$ cat src/rtl/stats_pkg.sv
// Shared types and width helpers for the moving-statistics front end.
package stats_pkg;

  typedef enum logic [2:0] {
    IDLE,
    UPDATE,
    SQRT_REQ,
    SQRT_WAIT,
    DONE
  } state_t;

  function automatic int ptr_w(input int window_size);
    return $clog2(window_size);
  endfunction

  function automatic int cnt_w(input int window_size);
    return ptr_w(window_size) + 1;
  endfunction

  // Watchdog must be able to hold the full timeout value itself
  function automatic int wd_w(input int sqrt_timeout);
    return $clog2(sqrt_timeout + 1);
  endfunction

endpackage

$ cat src/rtl/sample_window_buffer.sv
// Circular sample store: synchronous write, combinational read of the addressed slot,
// so the value being overwritten is visible in the same cycle as the write.
module sample_window_buffer
  import stats_pkg::*;
#(
  parameter int DATA_WIDTH  = 32,
  parameter int WINDOW_SIZE = 64,
  localparam int PTR_W      = ptr_w(WINDOW_SIZE)
) (
  input  logic                  clk,
  input  logic                  wr_en,
  input  logic [PTR_W-1:0]      addr,
  input  logic [DATA_WIDTH-1:0] wr_data,
  output logic [DATA_WIDTH-1:0] rd_data
);

  logic [DATA_WIDTH-1:0] mem [WINDOW_SIZE];

  always_ff @(posedge clk) begin
    if (wr_en) begin
      mem[addr] <= wr_data;
    end
  end

  assign rd_data = mem[addr];

endmodule

$ cat src/rtl/stats_window_sequencer.sv
// Accepts samples into a sliding window, issues one accumulator update per sample and
// sequences the square-root unit, guarded by a watchdog; flush empties the window.
module stats_window_sequencer
  import stats_pkg::*;
#(
  parameter int DATA_WIDTH   = 32,
  parameter int WINDOW_SIZE  = 64,
  parameter int SQRT_TIMEOUT = 64
) (
  input  logic                         i_clk,
  input  logic                         i_reset,
  input  logic                         i_sample_valid,
  input  logic [DATA_WIDTH-1:0]        i_sample,
  output logic                         o_sample_ready,
  input  logic                         i_flush,
  output logic                         o_stats_update,
  output logic [DATA_WIDTH-1:0]        o_stats_incoming,
  output logic [DATA_WIDTH-1:0]        o_stats_outgoing,
  output logic                         o_stats_clear,
  output logic                         o_sqrt_start,
  input  logic                         i_sqrt_busy,
  input  logic                         i_sqrt_valid,
  output logic [$clog2(WINDOW_SIZE):0] o_fill_count,
  output logic                         o_window_full,
  output logic                         o_result_valid,
  output logic                         o_timeout_error
);

  localparam int PTR_W = ptr_w(WINDOW_SIZE);
  localparam int CNT_W = cnt_w(WINDOW_SIZE);
  localparam int WD_W  = wd_w(SQRT_TIMEOUT);

  state_t                state, state_next;
  logic [PTR_W-1:0]      wr_ptr;
  logic [CNT_W-1:0]      fill_count;
  logic [WD_W-1:0]       watchdog;
  logic [DATA_WIDTH-1:0] incoming_q, outgoing_q, rd_data;
  logic                  clear_q, error_q;
  logic                  accept, flush_go, window_full, in_sqrt, next_in_sqrt;
  logic                  timeout_hit, timeout_fire;

  assign flush_go     = (state == IDLE) && i_flush;
  assign accept       = (state == IDLE) && !i_flush && i_sample_valid;
  assign window_full  = (fill_count == CNT_W'(WINDOW_SIZE));
  assign in_sqrt      = (state == SQRT_REQ) || (state == SQRT_WAIT);
  assign next_in_sqrt = (state_next == SQRT_REQ) || (state_next == SQRT_WAIT);
  assign timeout_hit  = in_sqrt && (watchdog == WD_W'(SQRT_TIMEOUT - 1));

  sample_window_buffer #(
    .DATA_WIDTH (DATA_WIDTH),
    .WINDOW_SIZE(WINDOW_SIZE)
  ) u_buffer (
    .clk    (i_clk),
    .wr_en  (accept),
    .addr   (wr_ptr),
    .wr_data(i_sample),
    .rd_data(rd_data)
  );

  always_ff @(posedge i_clk) begin
    if (i_reset) begin
      state <= IDLE;
    end else begin
      state <= state_next;
    end
  end

  // A result arriving on the last watchdog cycle still counts as a success
  always_comb begin
    state_next   = state;
    o_sqrt_start = 1'b0;
    timeout_fire = 1'b0;
    case (state)
      IDLE:      if (accept) state_next = UPDATE;
      UPDATE:    state_next = SQRT_REQ;
      SQRT_REQ: begin
        if (timeout_hit) begin
          timeout_fire = 1'b1;
          state_next   = IDLE;
        end else if (!i_sqrt_busy) begin
          o_sqrt_start = 1'b1;
          state_next   = SQRT_WAIT;
        end
      end
      SQRT_WAIT: begin
        if (i_sqrt_valid) begin
          state_next = DONE;
        end else if (timeout_hit) begin
          timeout_fire = 1'b1;
          state_next   = IDLE;
        end
      end
      DONE:      state_next = IDLE;
      default:   state_next = IDLE;
    endcase
  end

  // Outgoing is read from the slot about to be overwritten, before the write lands
  always_ff @(posedge i_clk) begin
    if (i_reset) begin
      wr_ptr     <= '0;
      fill_count <= '0;
      watchdog   <= '0;
      incoming_q <= '0;
      outgoing_q <= '0;
      clear_q    <= 1'b0;
      error_q    <= 1'b0;
    end else begin
      clear_q <= flush_go;
      if (flush_go) begin
        wr_ptr     <= '0;
        fill_count <= '0;
        error_q    <= 1'b0;
      end else if (accept) begin
        incoming_q <= i_sample;
        outgoing_q <= window_full ? rd_data : '0;
        wr_ptr     <= wr_ptr + PTR_W'(1);
        if (!window_full) begin
          fill_count <= fill_count + CNT_W'(1);
        end
      end
      if (timeout_fire) begin
        error_q <= 1'b1;
      end
      watchdog <= (in_sqrt && next_in_sqrt) ? watchdog + WD_W'(1) : '0;
    end
  end

  assign o_sample_ready   = (state == IDLE) && !i_flush;
  assign o_stats_update   = (state == UPDATE);
  assign o_result_valid   = (state == DONE);
  assign o_stats_incoming = incoming_q;
  assign o_stats_outgoing = outgoing_q;
  assign o_stats_clear    = clear_q;
  assign o_fill_count     = fill_count;
  assign o_window_full    = window_full;
  assign o_timeout_error  = error_q;

endmodule

$ cat config.mk
export PLATFORM = sky130hd
export DESIGN_NAME = stats_window_sequencer
export DESIGN_NICKNAME = d
export VERILOG_FILES = /design/src/rtl/stats_pkg.sv /design/src/rtl/sample_window_buffer.sv /design/src/rtl/stats_window_sequencer.sv
export SDC_FILE = /design/constraint.sdc
export NUM_CORES = 2
export LEC_CHECK = 0
export CAP_MARGIN = 20
export CORE_MARGIN = 10
export CORE_UTILIZATION = 50
export CTS_CLUSTER_DIAMETER = 40
export CTS_CLUSTER_SIZE = 12
export DETAILED_ROUTE_END_ITERATION = 12
export PLACE_DENSITY = 0.66
export SETUP_SLACK_MARGIN = 0.05
export SLEW_MARGIN = 20
export SYNTH_ARGS = -nofsm -noshare
export SYNTH_HDL_FRONTEND = slang
export SYNTH_SLANG_ARGS = --single-unit
$ cat constraint.sdc
create_clock -name i_clk -period 4.5 [get_ports i_clk]
set_input_delay 0.9 -clock i_clk [delete_from_list [all_inputs] [get_ports i_clk]]
set_output_delay 0.9 -clock i_clk [all_outputs]
set_load 0.01 [all_outputs]
==> reports/qor.yml <==
worst_setup_path:
  path_delay_family: "simple AND/OR/NAND/NOR gates"
  worstRegToRegCells: 6
  worst_setup_path_start_kind: "flop"
  worst_path_largest_cell_delay_ns: 0.68
  slowest_stage: "nor4_2"
  critPathMaxFanout: 5
  cp_num_cells: 4
  critPathBufInv: 2
  arrival_ns: 2.82
  crit_chain: "nor4_2 -> nand2_1 -> inv_1 -> clkdlybuf4s50_1"
  rrSetupSlack_ns: 1.05
  critical_path_class: "flop to output pin"
  required_ns: 3.60
  crit_path_end_kind: "output pin"
timing:
  finalSetupViolations: 0
  fin_skew_ns: 0.06275
  clock.fmax_mhz: 269.0
  slew_viol_final: 0
  setup_tns_ns: 0
  rsz0062_at_grt: "false"
  slew-limit-headroom_pct: 23.94
  hold_viol_final: 0
  period_share_pct: 82.62
  worst_pin_slew_ns: 1.137
  min_period_ns: 3.718
global_routing:
  grt_start_max_net_pins: 83
  antenna_found_initial: 5
  grt_pass1_vias: 41420
  grt_pass1_wl_mm: 303.2
  overflow: 0
  grtUsageTotal_pct: 23.12
pwr:
  p_leak_nw: 29.59
  powerDensity_mw_per_mm2: 465.1
  vdd.ir_drop.worst_mv: 0.4421
cts:
  post_cts_buffers: 0
  cts_buffer_depth: 4
  cts-resized-gates: 0
  cts_sinks: 2143
  clock_latency_ns: 0.92
  holdBufCountCts: 0
  clk_pin_slew_ns: 0.06
  htreeDepth: 5
  cts_tree: "built"
  cts_buffers: 282
  cts_root_buffer: "clkbuf_16"
cells_and_area:
  drive_above_1_share_pct: 28.20
  area_delta_synth_final_pct: 17.14
  final_nets: 4267
  finalNonFillerCells: 6582
  fillers: 11530
  utilization_pct: 59.12
worst_hold_path:
  min_path_type: "primary input to flop"
  holdPathStages: 1
die:
  rows: 148
  die_w_um: 426.0
  die_area_mm2: 0.1815
  initial_core_util_pct: 50.47
  die_h_um: 426.0
  io_pins: 116
  fp.coreArea_mm2: 0.1633
status:
  status: "finished clean"
placed_design:
  place.gp.congestion: 0.8408
  place_hpwl_mm: 128.2
  dpl.cell_count: 6116
  portBuffers: 115
synthesis:
  yosysMostFrequentCell: "edfxtp_1"
  synth_warnings: 0
  synth_edf_count: 2048
  netlist_top_cells_area: "edfxtp_1 75%, mux4_2 13%, dfxtp_1 2.3%"
  synth_flop_cell: "edfxtp_1"
  yosys-top-cells-count: "2048 x edfxtp_1, 474 x mux4_2, 160 x mux2i_1"
  synth_area_mm2: 0.08244
  yosysTopAreaCell: "edfxtp_1"
  synth_fp_nets: 3870
  ys_async_sr_fraction_pct: 0
  yosys_register_bits: 2143
  synth-seq-area-share_pct: 76.91
  synth.distinct_cells: 64
  postSynthCellCount: 3828
  yosys.area.top_type_share_pct: 74.60
  synth.avg_cell_area_um2: 21.53
detailed_routing:
  drtIter0Drc: 4945
  totalWireLength_mm: 211.3
  antenna_left: 0
  dr.pass1.iters: 6
  drt-wirelength-per-cell_um: 32.10
  drc_errors: 0
  vias: 41230
  vias_per_cell: 6.263
job:
  drv_cap: 0
-- per-layer routing --
| layer | track usage (%) | vias up | share of wire [%] | wire length [um] |
|---|---|---|---|---|
| met5 | 0 | - | 0.014 | 29 |
| met4 | 8.824 | 4 | 3.9 | 8153 |
| met3 | 3.701 | 363 | 7.0 | 14890 |
| met2 | 37.37 | 1937 | 49 | 103700 |
| met1 | 31.84 | 22040 | 40 | 84470 |
| li1 | - | 16890 | - | - |
-- cell type report --
class | count | area [um^2] | share of cell area, %
diodes | 2 | 5.005 | 0.005183
clock buffers | 331 | 7512 | 7.780
clock inverters | 133 | 1605 | 1.662
inverters | 8 | 30.03 | 0.03110
multi-input cells | 1460 | 18130 | 18.78
flip-flops and latches | 2143 | 63420 | 65.68
well taps | 2175 | 2721 | 2.818
repair buffers | 330 | 3138 | 3.250
-- cell families (layout without fill, tap and decap cells) --
family	count (synthesis)	after routing	share of synthesized area (%)
buffers and inverters	225	802	1.688
adder cells (fa/ha/maj)	4	4	0.06071
other	0	2	0
multiplexers	685	685	16.10
XOR/XNOR	13	13	0.1381
AND/OR/NAND/NOR	447	447	2.527
flip-flops	2143	2143	76.91
AO/OA/AOI/OAI	311	311	2.577
-- final timing paths --
check | to | startpoint
worst max-delay path | o_window_full | o_fill_count[2]
worst max register to register | o_stats_outgoing[3] | flop
worst min-delay path | u_buffer.mem[4][2] | i_sample[2]
worst min register to register | watchdog[0] | watchdog[0]
-- state kept, by name (all words and copies together) (netlist names), named ones only --
| register | cells |
|---|---|
| watchdog | 7 |
| o_stats_clear | 1 |
| u_buffer.mem | 2048 |
| o_stats_outgoing | 32 |
| state | 3 |
| o_timeout_error | 1 |
| o_fill_count | 7 |
| o_stats_incoming | 32 |
| wr_ptr | 6 |
-- power breakdown --
group	leakage, nW	switching (mW)	total [mW]	internal (mW)
Sequential	19.2	0.0317	21.9	21.9
Combinational	5.99	0.784	1.21	0.422
Clock	4.41	8.19	21.8	13.6
-- layout by cell type (no fill, tap or decap), drive strengths merged, types with 60 or more instances in the layout --
| cell | instances |
|---|---|
| a211oi | 67 |
| a21oi | 81 |
| buf | 248 |
| clkbuf | 331 |
| clkdlybuf4s50 | 82 |
| clkinv | 60 |
| dfxtp | 95 |
| edfxtp | 2048 |
| mux2i | 160 |
| mux4 | 502 |
| nand2 | 158 |
| nor2 | 118 |
-- through the flow --
step	setup WS (ns)	total power, mW	area (um^2)	hold WS [ns]
6_report	0.7821	44.91	96560	0.3111
5_1_grt	0.6904	46.07	96560	0.2824
4_1_cts	0.6966	45.20	96550	0.2447
3_5_place_dp	0.6473	23.54	87430	0.4414
3_3_place_gp	0.7178	23.52	87420	0.4335
2_1_floorplan	0.5830	22.91	82440	0.4176
(Power assumes the default switching activity.)
